<file path="config.mk">
export PLATFORM = sky130hd
export DESIGN_NAME = cordic_core
export DESIGN_NICKNAME = d
export VERILOG_FILES = /design/src/rtl/cordic_pkg.sv /design/src/rtl/cordic_atan_rom.sv /design/src/rtl/cordic_core.sv
export SDC_FILE = /design/constraint.sdc
export NUM_CORES = 1
export LEC_CHECK = 0
export CORE_AREA = 2 2 276 278
export CTS_CLUSTER_DIAMETER = 80
export DETAILED_ROUTE_END_ITERATION = 8
export DIE_AREA = 0 0 278 280
export PLACE_DENSITY = 0.56
export REMOVE_ABC_BUFFERS = 1
export SLEW_MARGIN = 20
export SYNTH_ARGS = -nofsm -noshare
export SYNTH_HDL_FRONTEND = slang
export SYNTH_HIERARCHICAL = 1
export SYNTH_SLANG_ARGS = --single-unit
</file>
<file path="constraint.sdc">
create_clock -name clk -period 13.65 [get_ports clk]
set_input_delay 2.0475 -clock clk [delete_from_list [all_inputs] [get_ports clk]]
set_output_delay 2.0475 -clock clk [all_outputs]
set_load 0.01 [all_outputs]
</file>
<file path="src/rtl/cordic_pkg.sv">
// cordic_pkg: shared types and elaboration-time constants for the CORDIC engine.
//   cordic_mode_e  - operation selected on accept (ROTATE = sin/cos, VECTOR = magnitude/atan2)
//   cordic_state_e - engine sequencing state, also exported on the debug port
//   GUARD_BITS     - extra integer bits on the x/y datapath
//   inv_k()        - round(0.6072529350 * 2^w), the 1/K gain-compensation multiplier
//   idx_width()    - width of the micro-rotation counter for a given iteration count
package cordic_pkg;

    typedef enum logic {
        ROTATE = 1'b0,
        VECTOR = 1'b1
    } cordic_mode_e;

    typedef enum logic [1:0] {
        ST_IDLE  = 2'd0,
        ST_ITER  = 2'd1,
        ST_SCALE = 2'd2,
        ST_DONE  = 2'd3
    } cordic_state_e;

    // Two extra integer bits cover the K ~= 1.647 growth of a full-scale
    // diagonal vector and make negating the most negative input exact.
    localparam int GUARD_BITS = 2;

    // Integer-only rounding keeps this exact up to W = 32, where the
    // result no longer fits a 32-bit integer.
    function automatic logic [63:0] inv_k(input int w);
        logic [127:0] num;
        num = (128'd6072529350 << w) + 128'd5000000000;
        return 64'(num / 128'd10000000000);
    endfunction

    function automatic int idx_width(input int iter);
        return (iter > 1) ? $clog2(iter) : 1;
    endfunction

endpackage

</file>
<file path="src/rtl/cordic_atan_rom.sv">
// cordic_atan_rom: combinational arctangent table for the micro-rotations.
//   idx_i  - iteration index i
//   atan_o - round(atan(2^-i) * 2^W / 2pi) as a W-bit binary angle
// The table is computed at elaboration; entries past ITER-1 read as zero.
module cordic_atan_rom
    import cordic_pkg::*;
#(
    parameter int W    = 16,
    parameter int ITER = 16,
    localparam int IW  = idx_width(ITER)
) (
    input  logic [IW-1:0] idx_i,
    output logic [W-1:0]  atan_o
);

    localparam int DEPTH = 1 << IW;

    // Taylor series; i = 0 (t = 1) converges too slowly, so pi/4 is given directly.
    function automatic real atan_pow2(input int i);
        real t;
        real term;
        real sum;
        if (i == 0) return 0.78539816339744830962;
        t    = 1.0 / (2.0 ** i);
        term = t;
        sum  = 0.0;
        for (int k = 0; k < 40; k++) begin
            sum  = sum + (((k % 2) == 0) ? term : -term) / real'(2 * k + 1);
            term = term * t * t;
        end
        return sum;
    endfunction

    function automatic logic [W-1:0] atan_entry(input int i);
        real v;
        v = atan_pow2(i) * (2.0 ** W) / 6.28318530717958647692;
        return W'($rtoi(v + 0.5));
    endfunction

    logic [W-1:0] atan_tab [DEPTH];

    for (genvar g = 0; g < DEPTH; g++) begin : g_tab
        if (g < ITER) begin : g_used
            localparam logic [W-1:0] ENTRY = atan_entry(g);
            assign atan_tab[g] = ENTRY;
        end else begin : g_pad
            assign atan_tab[g] = '0;
        end
    end

    assign atan_o = atan_tab[idx_i];

endmodule

</file>
<file path="src/rtl/cordic_core.sv">
// cordic_core: iterative CORDIC engine, rotation (sin/cos) and vectoring (magnitude/atan2).
//   clk, rstb            - clock, synchronous active-low reset
//   in_valid/in_ready    - request handshake; mode, in_x, in_y, in_z sampled on accept
//   out_valid/out_ready  - result handshake; out_x, out_y (saturated), out_z
//   dbg_state_o          - current sequencing state
// Handshakes: a transfer happens on a rising edge where valid && ready are both 1;
// the producer holds valid and payload until then, and ready/valid are registered.
// One operation at a time: IDLE -> ITER (ITER cycles) -> SCALE -> DONE -> IDLE.
module cordic_core
    import cordic_pkg::*;
#(
    parameter int W         = 16,
    parameter int ITER      = 16,
    parameter int GAIN_COMP = 1
) (
    input  logic          clk,
    input  logic          rstb,
    input  logic          in_valid,
    output logic          in_ready,
    input  logic          mode,
    input  logic [W-1:0]  in_x,
    input  logic [W-1:0]  in_y,
    input  logic [W-1:0]  in_z,
    output logic          out_valid,
    input  logic          out_ready,
    output logic [W-1:0]  out_x,
    output logic [W-1:0]  out_y,
    output logic [W-1:0]  out_z,
    output cordic_state_e dbg_state_o
);

    localparam int XW = W + GUARD_BITS;
    localparam int IW = idx_width(ITER);
    localparam int PW = XW + W + 1;   // full product of x/y with the unsigned 1/K factor

    localparam logic signed [PW-1:0] INV_K_P = PW'(inv_k(W));
    localparam logic signed [PW-1:0] ROUND_K = PW'(1) << (W - 1);
    localparam logic signed [PW-1:0] SAT_MAX = {{(PW-W+1){1'b0}}, {(W-1){1'b1}}};
    localparam logic signed [PW-1:0] SAT_MIN = {{(PW-W+1){1'b1}}, {(W-1){1'b0}}};

    function automatic logic signed [PW-1:0] gain(input logic signed [XW-1:0] v);
        logic signed [PW-1:0] p;
        if (GAIN_COMP != 0) begin
            p = PW'(v) * INV_K_P;
            p = (p + ROUND_K) >>> W;
        end else begin
            p = PW'(v);
        end
        return p;
    endfunction

    function automatic logic [W-1:0] sat(input logic signed [PW-1:0] v);
        if (v > SAT_MAX)      return SAT_MAX[W-1:0];
        else if (v < SAT_MIN) return SAT_MIN[W-1:0];
        else                  return v[W-1:0];
    endfunction

    cordic_state_e        state_q, state_d;
    cordic_mode_e         mode_q, mode_d;
    logic signed [XW-1:0] x_q, x_d, y_q, y_d;
    logic [W-1:0]         z_q, z_d;
    logic [IW-1:0]        cnt_q, cnt_d;
    logic [W-1:0]         out_x_q, out_x_d, out_y_q, out_y_d, out_z_q, out_z_d;
    logic                 in_ready_q, out_valid_q;

    logic                 accept, release_out, last_iter, rot_pos, pre_flip;
    logic signed [XW-1:0] x_ext, y_ext, x_sh, y_sh;
    logic [W-1:0]         atan_w;

    cordic_atan_rom #(.W(W), .ITER(ITER)) u_atan_rom (
        .idx_i  (cnt_q),
        .atan_o (atan_w)
    );

    assign accept      = in_valid && in_ready_q;
    assign release_out = out_valid_q && out_ready;
    assign last_iter   = (cnt_q == IW'(ITER - 1));

    // Pre-correction rotates the input by pi (negate x/y, flip the angle MSB)
    // so the micro-rotations only ever need to cover +-pi/2.
    assign x_ext    = XW'($signed(in_x));
    assign y_ext    = XW'($signed(in_y));
    assign pre_flip = (cordic_mode_e'(mode) == VECTOR) ? in_x[W-1] : (in_z[W-1] ^ in_z[W-2]);

    assign x_sh    = x_q >>> cnt_q;
    assign y_sh    = y_q >>> cnt_q;
    assign rot_pos = (mode_q == ROTATE) ? ~z_q[W-1] : y_q[XW-1];

    // State register
    always_ff @(posedge clk) begin
        if (!rstb) begin
            state_q     <= ST_IDLE;
            in_ready_q  <= 1'b1;
            out_valid_q <= 1'b0;
        end else begin
            state_q     <= state_d;
            in_ready_q  <= (state_d == ST_IDLE);
            out_valid_q <= (state_d == ST_DONE);
        end
    end

    // Next-state logic
    always_comb begin
        state_d = state_q;
        case (state_q)
            ST_IDLE:  if (accept) state_d = ST_ITER;
            ST_ITER:  if (last_iter) state_d = ST_SCALE;
            ST_SCALE: state_d = ST_DONE;
            ST_DONE:  if (release_out) state_d = ST_IDLE;
            default:  state_d = ST_IDLE;
        endcase
    end

    // Output logic
    always_comb begin
        in_ready    = in_ready_q;
        out_valid   = out_valid_q;
        out_x       = out_x_q;
        out_y       = out_y_q;
        out_z       = out_z_q;
        dbg_state_o = state_q;
    end

    // Datapath next values
    always_comb begin
        mode_d  = mode_q;
        x_d     = x_q;
        y_d     = y_q;
        z_d     = z_q;
        cnt_d   = cnt_q;
        out_x_d = out_x_q;
        out_y_d = out_y_q;
        out_z_d = out_z_q;
        case (state_q)
            ST_IDLE: begin
                if (accept) begin
                    mode_d = cordic_mode_e'(mode);
                    x_d    = pre_flip ? -x_ext : x_ext;
                    y_d    = pre_flip ? -y_ext : y_ext;
                    z_d    = pre_flip ? {~in_z[W-1], in_z[W-2:0]} : in_z;
                    cnt_d  = '0;
                end
            end
            ST_ITER: begin
                if (rot_pos) begin
                    x_d = x_q - y_sh;
                    y_d = y_q + x_sh;
                    z_d = z_q - atan_w;
                end else begin
                    x_d = x_q + y_sh;
                    y_d = y_q - x_sh;
                    z_d = z_q + atan_w;
                end
                cnt_d = cnt_q + 1'b1;
            end
            ST_SCALE: begin
                out_x_d = sat(gain(x_q));
                out_y_d = sat(gain(y_q));
                out_z_d = z_q;
            end
            ST_DONE: begin
            end
            default: begin
                mode_d  = ROTATE;
                x_d     = '0;
                y_d     = '0;
                z_d     = '0;
                cnt_d   = '0;
                out_x_d = '0;
                out_y_d = '0;
                out_z_d = '0;
            end
        endcase
    end

    // Datapath registers
    always_ff @(posedge clk) begin
        if (!rstb) begin
            mode_q  <= ROTATE;
            x_q     <= '0;
            y_q     <= '0;
            z_q     <= '0;
            cnt_q   <= '0;
            out_x_q <= '0;
            out_y_q <= '0;
            out_z_q <= '0;
        end else begin
            mode_q  <= mode_d;
            x_q     <= x_d;
            y_q     <= y_d;
            z_q     <= z_d;
            cnt_q   <= cnt_d;
            out_x_q <= out_x_d;
            out_y_q <= out_y_d;
            out_z_q <= out_z_d;
        end
    end

endmodule
</file>
==> impl_metrics.env, run 1 <==
export IMPL_status="complete, no violations"
export IMPL_ys_seq_elements=109
export IMPL_grt_first_pass_wirelength_mm=97.44
export IMPL_worstPathArrival_ns=7.76
export IMPL_top_usage_layer="met2"
export IMPL_fmax_mhz=134.4
export IMPL_worstRegToRegCells=21
export IMPL_dieHeight_um=280
export IMPL_synth_xor_area_share_pct=6.039
export IMPL_synthTopCellsByCount="inv_1 (507), ha_1 (345), fa_1 (268)"
export IMPL_dieArea_um2=77840
export IMPL_slew_viol_final=0
export IMPL_ctsHoldBuffers=0
export IMPL_synthFlopType="dfxtp_1"
export IMPL_regArea_um2=2186
export IMPL_synth_simple_gate_area_share_pct=10.27
export IMPL_drt_total_wl_mm=59.82
export IMPL_initial_core_util_pct=29.70
export IMPL_synth_edff_count=0
export IMPL_yosys_area_top_type_share_pct=24.02
export IMPL_synth_compound_area_share_pct=14.45
export IMPL_yosysWarnings=6
export IMPL_antenna_cells=0
export IMPL_ant_nets=0
export IMPL_vias=17240
export IMPL_cts_buffer_depth=2
export IMPL_synth_seq_area_share_pct=9.770
export IMPL_r2r_slack_ns=6.21
export IMPL_final_setup_tns_ns=0
export IMPL_cts_buffers=9
export IMPL_yosys_top_cells_area="fa_1 (24%), ha_1 (19%), dfxtp_1 (9.8%)"
export IMPL_slew_headroom_pct=27.96
export IMPL_crit_fanout=15
export IMPL_cts_tree="built"
export IMPL_critPathLaunchType="register"
export IMPL_antenna_found_initial=0
export IMPL_cts_root_buf="clkbuf_16"
export IMPL_avgSynthCellArea_um2=8.828
export IMPL_hold_path_class="reg2reg"
export IMPL_viasPerCell=4.836
export IMPL_grt_overflow_total=0
export IMPL_async_flop_share_pct=0
export IMPL_place_congestion=0.8617
export IMPL_synth_top_family_by_area="adder cells"
export IMPL_crit_required_ns=13.97
export IMPL_dr_pass1_iters=5
export IMPL_fin_crit_ns=7.438
export IMPL_finalCritPeriodShare_pct=54.49
export IMPL_rows=101
export IMPL_fill_cells=7853
export IMPL_syn_inst=2530
export IMPL_layout_drive_gt1_share_pct=4.329
export IMPL_globalRouteMet1Util_pct=21.10
export IMPL_multi_input_comb_area_um2=17920
export IMPL_post_synth_top_area_cell="fa_1"
export IMPL_nNetsFinal=3248
export IMPL_drv_cap=0
export IMPL_critPathCaptureType="register"
export IMPL_cts_resized=0
export IMPL_coreArea_um2=75190
export IMPL_reg2reg_from="y_q[10]"
export IMPL_die_width_um=278
export IMPL_rsz0062_at_grt="no"
export IMPL_yosysMostFrequentCell="inv_1"
export IMPL_routedWlPerCell_um=16.78
export IMPL_post_cts_buffers=0
export IMPL_grt_max_degree=65
export IMPL_path_class="reg2reg"
export IMPL_cts_sinks=109
export IMPL_r2r_end="out_y[12]"
export IMPL_synth_mux_area_share_pct=5.910
export IMPL_hold_end="out_z[4]"
export IMPL_hpwlAfterDp_mm=47.84
export IMPL_htreeDepth=3
export IMPL_tightest_slew_ns=1.072
export IMPL_clock_latency_ns=0.40
export IMPL_grt_pass1_vias=17620
export IMPL_io_pins=105
export IMPL_port_buffers=104
export IMPL_synth_area_um2=22340
export IMPL_final_hold_violation_count=0
export IMPL_skew_ns=0.01803
export IMPL_drc=0
export IMPL_synth_fa_ha_area_share_pct=43.35
export IMPL_met2_usage_pct=26.83
export IMPL_clkTransAtPathRegs_ns=0.09
export IMPL_grt_util_all_layers_pct=15.80
export IMPL_met3_usage_pct=2.140
export IMPL_setup_violations=0
export IMPL_synth_cell_types=88
export IMPL_drt_initial_drc_count=720
export IMPL_hold_path_cell_count=2
export IMPL_worstHoldStart="out_z[4]"
export IMPL_syn_to_final_growth_pct=10.60
-- cells in the final DEF, fill, tap and decap left out, drive strengths merged, types with 88 or more instances in the layout --
cell / Yosys / layout
inv: 508 / 510
ha: 345 / 345
fa: 268 / 268
nand2: 158 / 158
a21oi: 148 / 148
nor2: 127 / 127
o21ai: 119 / 119
dfxtp: 109 / 109
clkdlybuf4s50: 0 / 103
xnor2: 88 / 88
-- state kept, by name, summed over array words and instances (netlist names), 2 cells and up --
signal / count
cnt_q: 4
dbg_state_o: 2
out_x: 16
out_y: 16
out_z: 16
x_q: 18
y_q: 18
z_q: 16
-- final cells by class --
class                      count  share of cell area (%)
tap                          978                   4.953
sequential                   109                   8.848
clock inverter                 5                  0.2583
inverter                     509                   7.734
multi-input combinational   1834                   72.52
clock buffer                  11                   1.023
timing repair buffer         119                   4.660
-- worst max-delay path, stage by stage, from the launching register on --
cell	delay, ns
dfxtp_1	0.67
ha_1	0.38
inv_1	0.13
fa_1	0.47
fa_1	0.53
inv_1	0.05
fa_1	0.47
fa_1	0.56
inv_1	0.06
fa_1	0.53
inv_1	0.04
ha_1	0.32
o21a_1	0.13
o21ai_0	0.10
a2111oi_0	0.48
nand3_1	0.20
a31oi_1	0.52
o2111ai_1	0.23
a31o_2	0.29
nor4_2	0.80
o21ai_0	0.21
a31oi_1	0.21
-- kinds of logic (layout without fill, tap and decap cells) --
| group | count (synthesis) | after routing |
|---|---|---|
| muxes | 77 | 77 |
| buffers and inverters | 588 | 644 |
| xor gates and xnor gates | 154 | 154 |
| DFF | 109 | 109 |
| AOI/OAI and AO/OA | 504 | 504 |
| and+or+nand+nor | 484 | 484 |
| other | 1 | 2 |
| adders and majority gates | 613 | 613 |
-- through the flow --
step / setup WS, ns / cell area, um2 / cells / hold slack (ns) / util [%]
after floorplan: 6.822 / 21970 / 2452 / 0.4409 / -
after global placement: 5.996 / 24380 / 3549 / 0.4553 / 32.42
after detailed placement: 5.959 / 24380 / 3549 / 0.4599 / 32.42
after CTS: 5.921 / 24690 / 3565 / 0.4722 / 32.84
after global routing: 5.668 / 24700 / 3565 / 0.4857 / 32.85
final: 6.212 / 24700 / 3565 / 0.4676 / 32.85
-- routing by layer --
metal  vias to the layer above  wire (um)
li1                       8527          -
met1                      8379      28030
met2                       282      28450
met3                        54       2058
met4                         0       1287
met5                         -          0
-- worst max-delay path by stage --
stage | from | cells past startpoint | endpoint | slack (ns)
after floorplan | y_q[17] | 19 | out_y[0] | 6.82
after global placement | y_q[10] | 21 | out_y[12] | 6.00
after detailed placement | x_q[6] | 21 | out_x[14] | 5.96
after CTS | x_q[4] | 21 | out_x[14] | 5.92
after global routing | y_q[8] | 21 | out_y[12] | 5.67
final | y_q[10] | 21 | out_y[12] | 6.21
Power of run 1 is left out: the tool's default activity adds up to more than one toggle a clock period on the data nets, which glitch-free logic cannot reach.
==> run 2, diff against run 1 <==
clock period = 7.2 ns   (was 13.65 ns; I/O delays follow)
==> impl_metrics.env, run 2 (synthesis gave the netlist of run 1 again) <==
export IMPL_cts_buffers=9
export IMPL_clock_latency_ns=0.41
export IMPL_setup_violations=0
export IMPL_fmax_mhz=150.7
export IMPL_drc=0
export IMPL_dieArea_um2=77840
export IMPL_cts_sinks=109
export IMPL_grt_first_pass_wirelength_mm=100.0
export IMPL_port_buffers=104
export IMPL_io_pins=105
export IMPL_worstHoldStart="z_q[0]"
export IMPL_rows=101
export IMPL_initial_core_util_pct=29.70
export IMPL_clkTransAtPathRegs_ns=0.08
export IMPL_layout_drive_gt1_share_pct=5.716
export IMPL_rsz0062_at_grt="no"
export IMPL_cts_buffer_depth=2
export IMPL_coreArea_um2=75190
export IMPL_die_width_um=278
export IMPL_place_congestion=0.8755
export IMPL_crit_required_ns=7.52
export IMPL_dieHeight_um=280
export IMPL_path_class="reg2reg"
export IMPL_r2r_slack_ns=0.56
export IMPL_final_setup_tns_ns=0
export IMPL_final_common_cell="inv_1"
export IMPL_viasPerCell=4.794
export IMPL_regArea_um2=2186
export IMPL_vias=17270
export IMPL_cts_tree="built"
export IMPL_worstRegToRegCells=21
export IMPL_critPathCaptureType="register"
export IMPL_reg2reg_from="y_q[11]"
export IMPL_antenna_found_initial=0
export IMPL_ant_nets=0
export IMPL_syn_to_final_growth_pct=11.76
export IMPL_grt_overflow_total=0
export IMPL_dr_pass1_iters=5
export IMPL_nNetsFinal=3285
export IMPL_skew_ns=0.02453
export IMPL_layout_common_cells="inv_1 (507), ha_1 (345), fa_1 (268)"
export IMPL_drt_initial_drc_count=775
export IMPL_grt_pass1_vias=18200
export IMPL_slew_viol_final=0
export IMPL_hold_path_class="reg2reg"
export IMPL_crit_fanout=15
export IMPL_finalCritPeriodShare_pct=92.19
export IMPL_worstPathArrival_ns=6.96
export IMPL_hpwlAfterDp_mm=49.25
export IMPL_htreeDepth=3
export IMPL_post_route_util_pct=33.20
export IMPL_tightest_slew_ns=1.032
export IMPL_status="complete, no violations"
export IMPL_drt_total_wl_mm=60.07
export IMPL_critPathLaunchType="register"
export IMPL_grt_util_all_layers_pct=16.07
export IMPL_hold_path_cell_count=2
export IMPL_cp_startpoint="y_q[11]"
export IMPL_hold_end="out_z[0]"
export IMPL_slew_headroom_pct=30.96
export IMPL_routedWlPerCell_um=16.68
export IMPL_multi_input_comb_area_um2=17930
export IMPL_r2r_end="out_y[13]"
export IMPL_fill_cells=7848
export IMPL_cts_root_buf="clkbuf_16"
export IMPL_drv_cap=0
export IMPL_final_hold_violation_count=0
export IMPL_fin_crit_ns=6.638
export IMPL_post_cts_buffers=0
export IMPL_grt_max_degree=65
export IMPL_antenna_cells=0
export IMPL_reg_top3="x_q (18), y_q (18)"
## run 2: cell count changes in the layout (fill, tap and decap cells not counted), sizes merged
cell,delta
buf,+37
bufinv,-1
inv,+1
## run 2: stage by stage
step / setup slack [ns] / cell area, um2 / instances / hold slack [ns]
2_1_floorplan: 0.3718 / 21970 / 2452 / 0.4409
3_3_place_gp: 0.2551 / 24650 / 3586 / 0.4531
3_5_place_dp: 0.2250 / 24650 / 3586 / 0.4578
4_1_cts: 0.1994 / 24940 / 3602 / 0.4682
5_1_grt: 0.01993 / 24960 / 3602 / 0.4936
6_report: 0.5622 / 24960 / 3602 / 0.4651
## run 2: area by class of cell
cell class	instances	share of cell area, %
Clock buffer	11	0.9724
Clock inverter	5	0.1654
Inverter	509	7.654
Multi-Input combinational cell	1834	71.83
Sequential cell	109	8.756
Tap cell	978	4.902
Timing Repair Buffer	156	5.724
## run 2: worst max-delay path by stage
stage / endpoint / slack, ns / cells after the start
4_1_cts: out_x[1] / 0.20 / 21
3_3_place_gp: out_x[1] / 0.26 / 21
3_5_place_dp: out_x[1] / 0.23 / 21
5_1_grt: out_x[1] / 0.02 / 21
6_report: out_y[13] / 0.56 / 21
2_1_floorplan: out_y[0] / 0.37 / 19
## run 2: repair_timing
action | in CTS | in global routing
gates resized for setup | 0 | 4
endpoints found under the hold margin | 0 | 0
hold buffers | 0 | 0
setup endpoints to repair | 0 | 30
## run 2: per-layer routing
layer	vias to the layer above	track usage (%)	part of all wire, %
li1	8610	-	-
met1	8347	21.56	47
met2	271	28.06	49
met3	41	1.657	3.3
met4	0	3.119	1.2
met5	-	0	0
## run 2: worst max-delay path: stages (launching register included)
cell	delay, ns
dfxtp_1	0.49
ha_1	0.35
inv_1	0.14
fa_1	0.45
fa_1	0.52
inv_1	0.05
fa_1	0.46
fa_1	0.56
inv_1	0.06
fa_1	0.54
inv_1	0.04
ha_1	0.32
o21a_1	0.13
o21ai_0	0.10
a2111oi_0	0.43
nand3_1	0.21
a31oi_2	0.40
a31oi_1	0.18
o31ai_1	0.32
xnor2_1	0.18
nand2_1	0.35
a31oi_1	0.29
Power of run 2 is left out for the same reason.
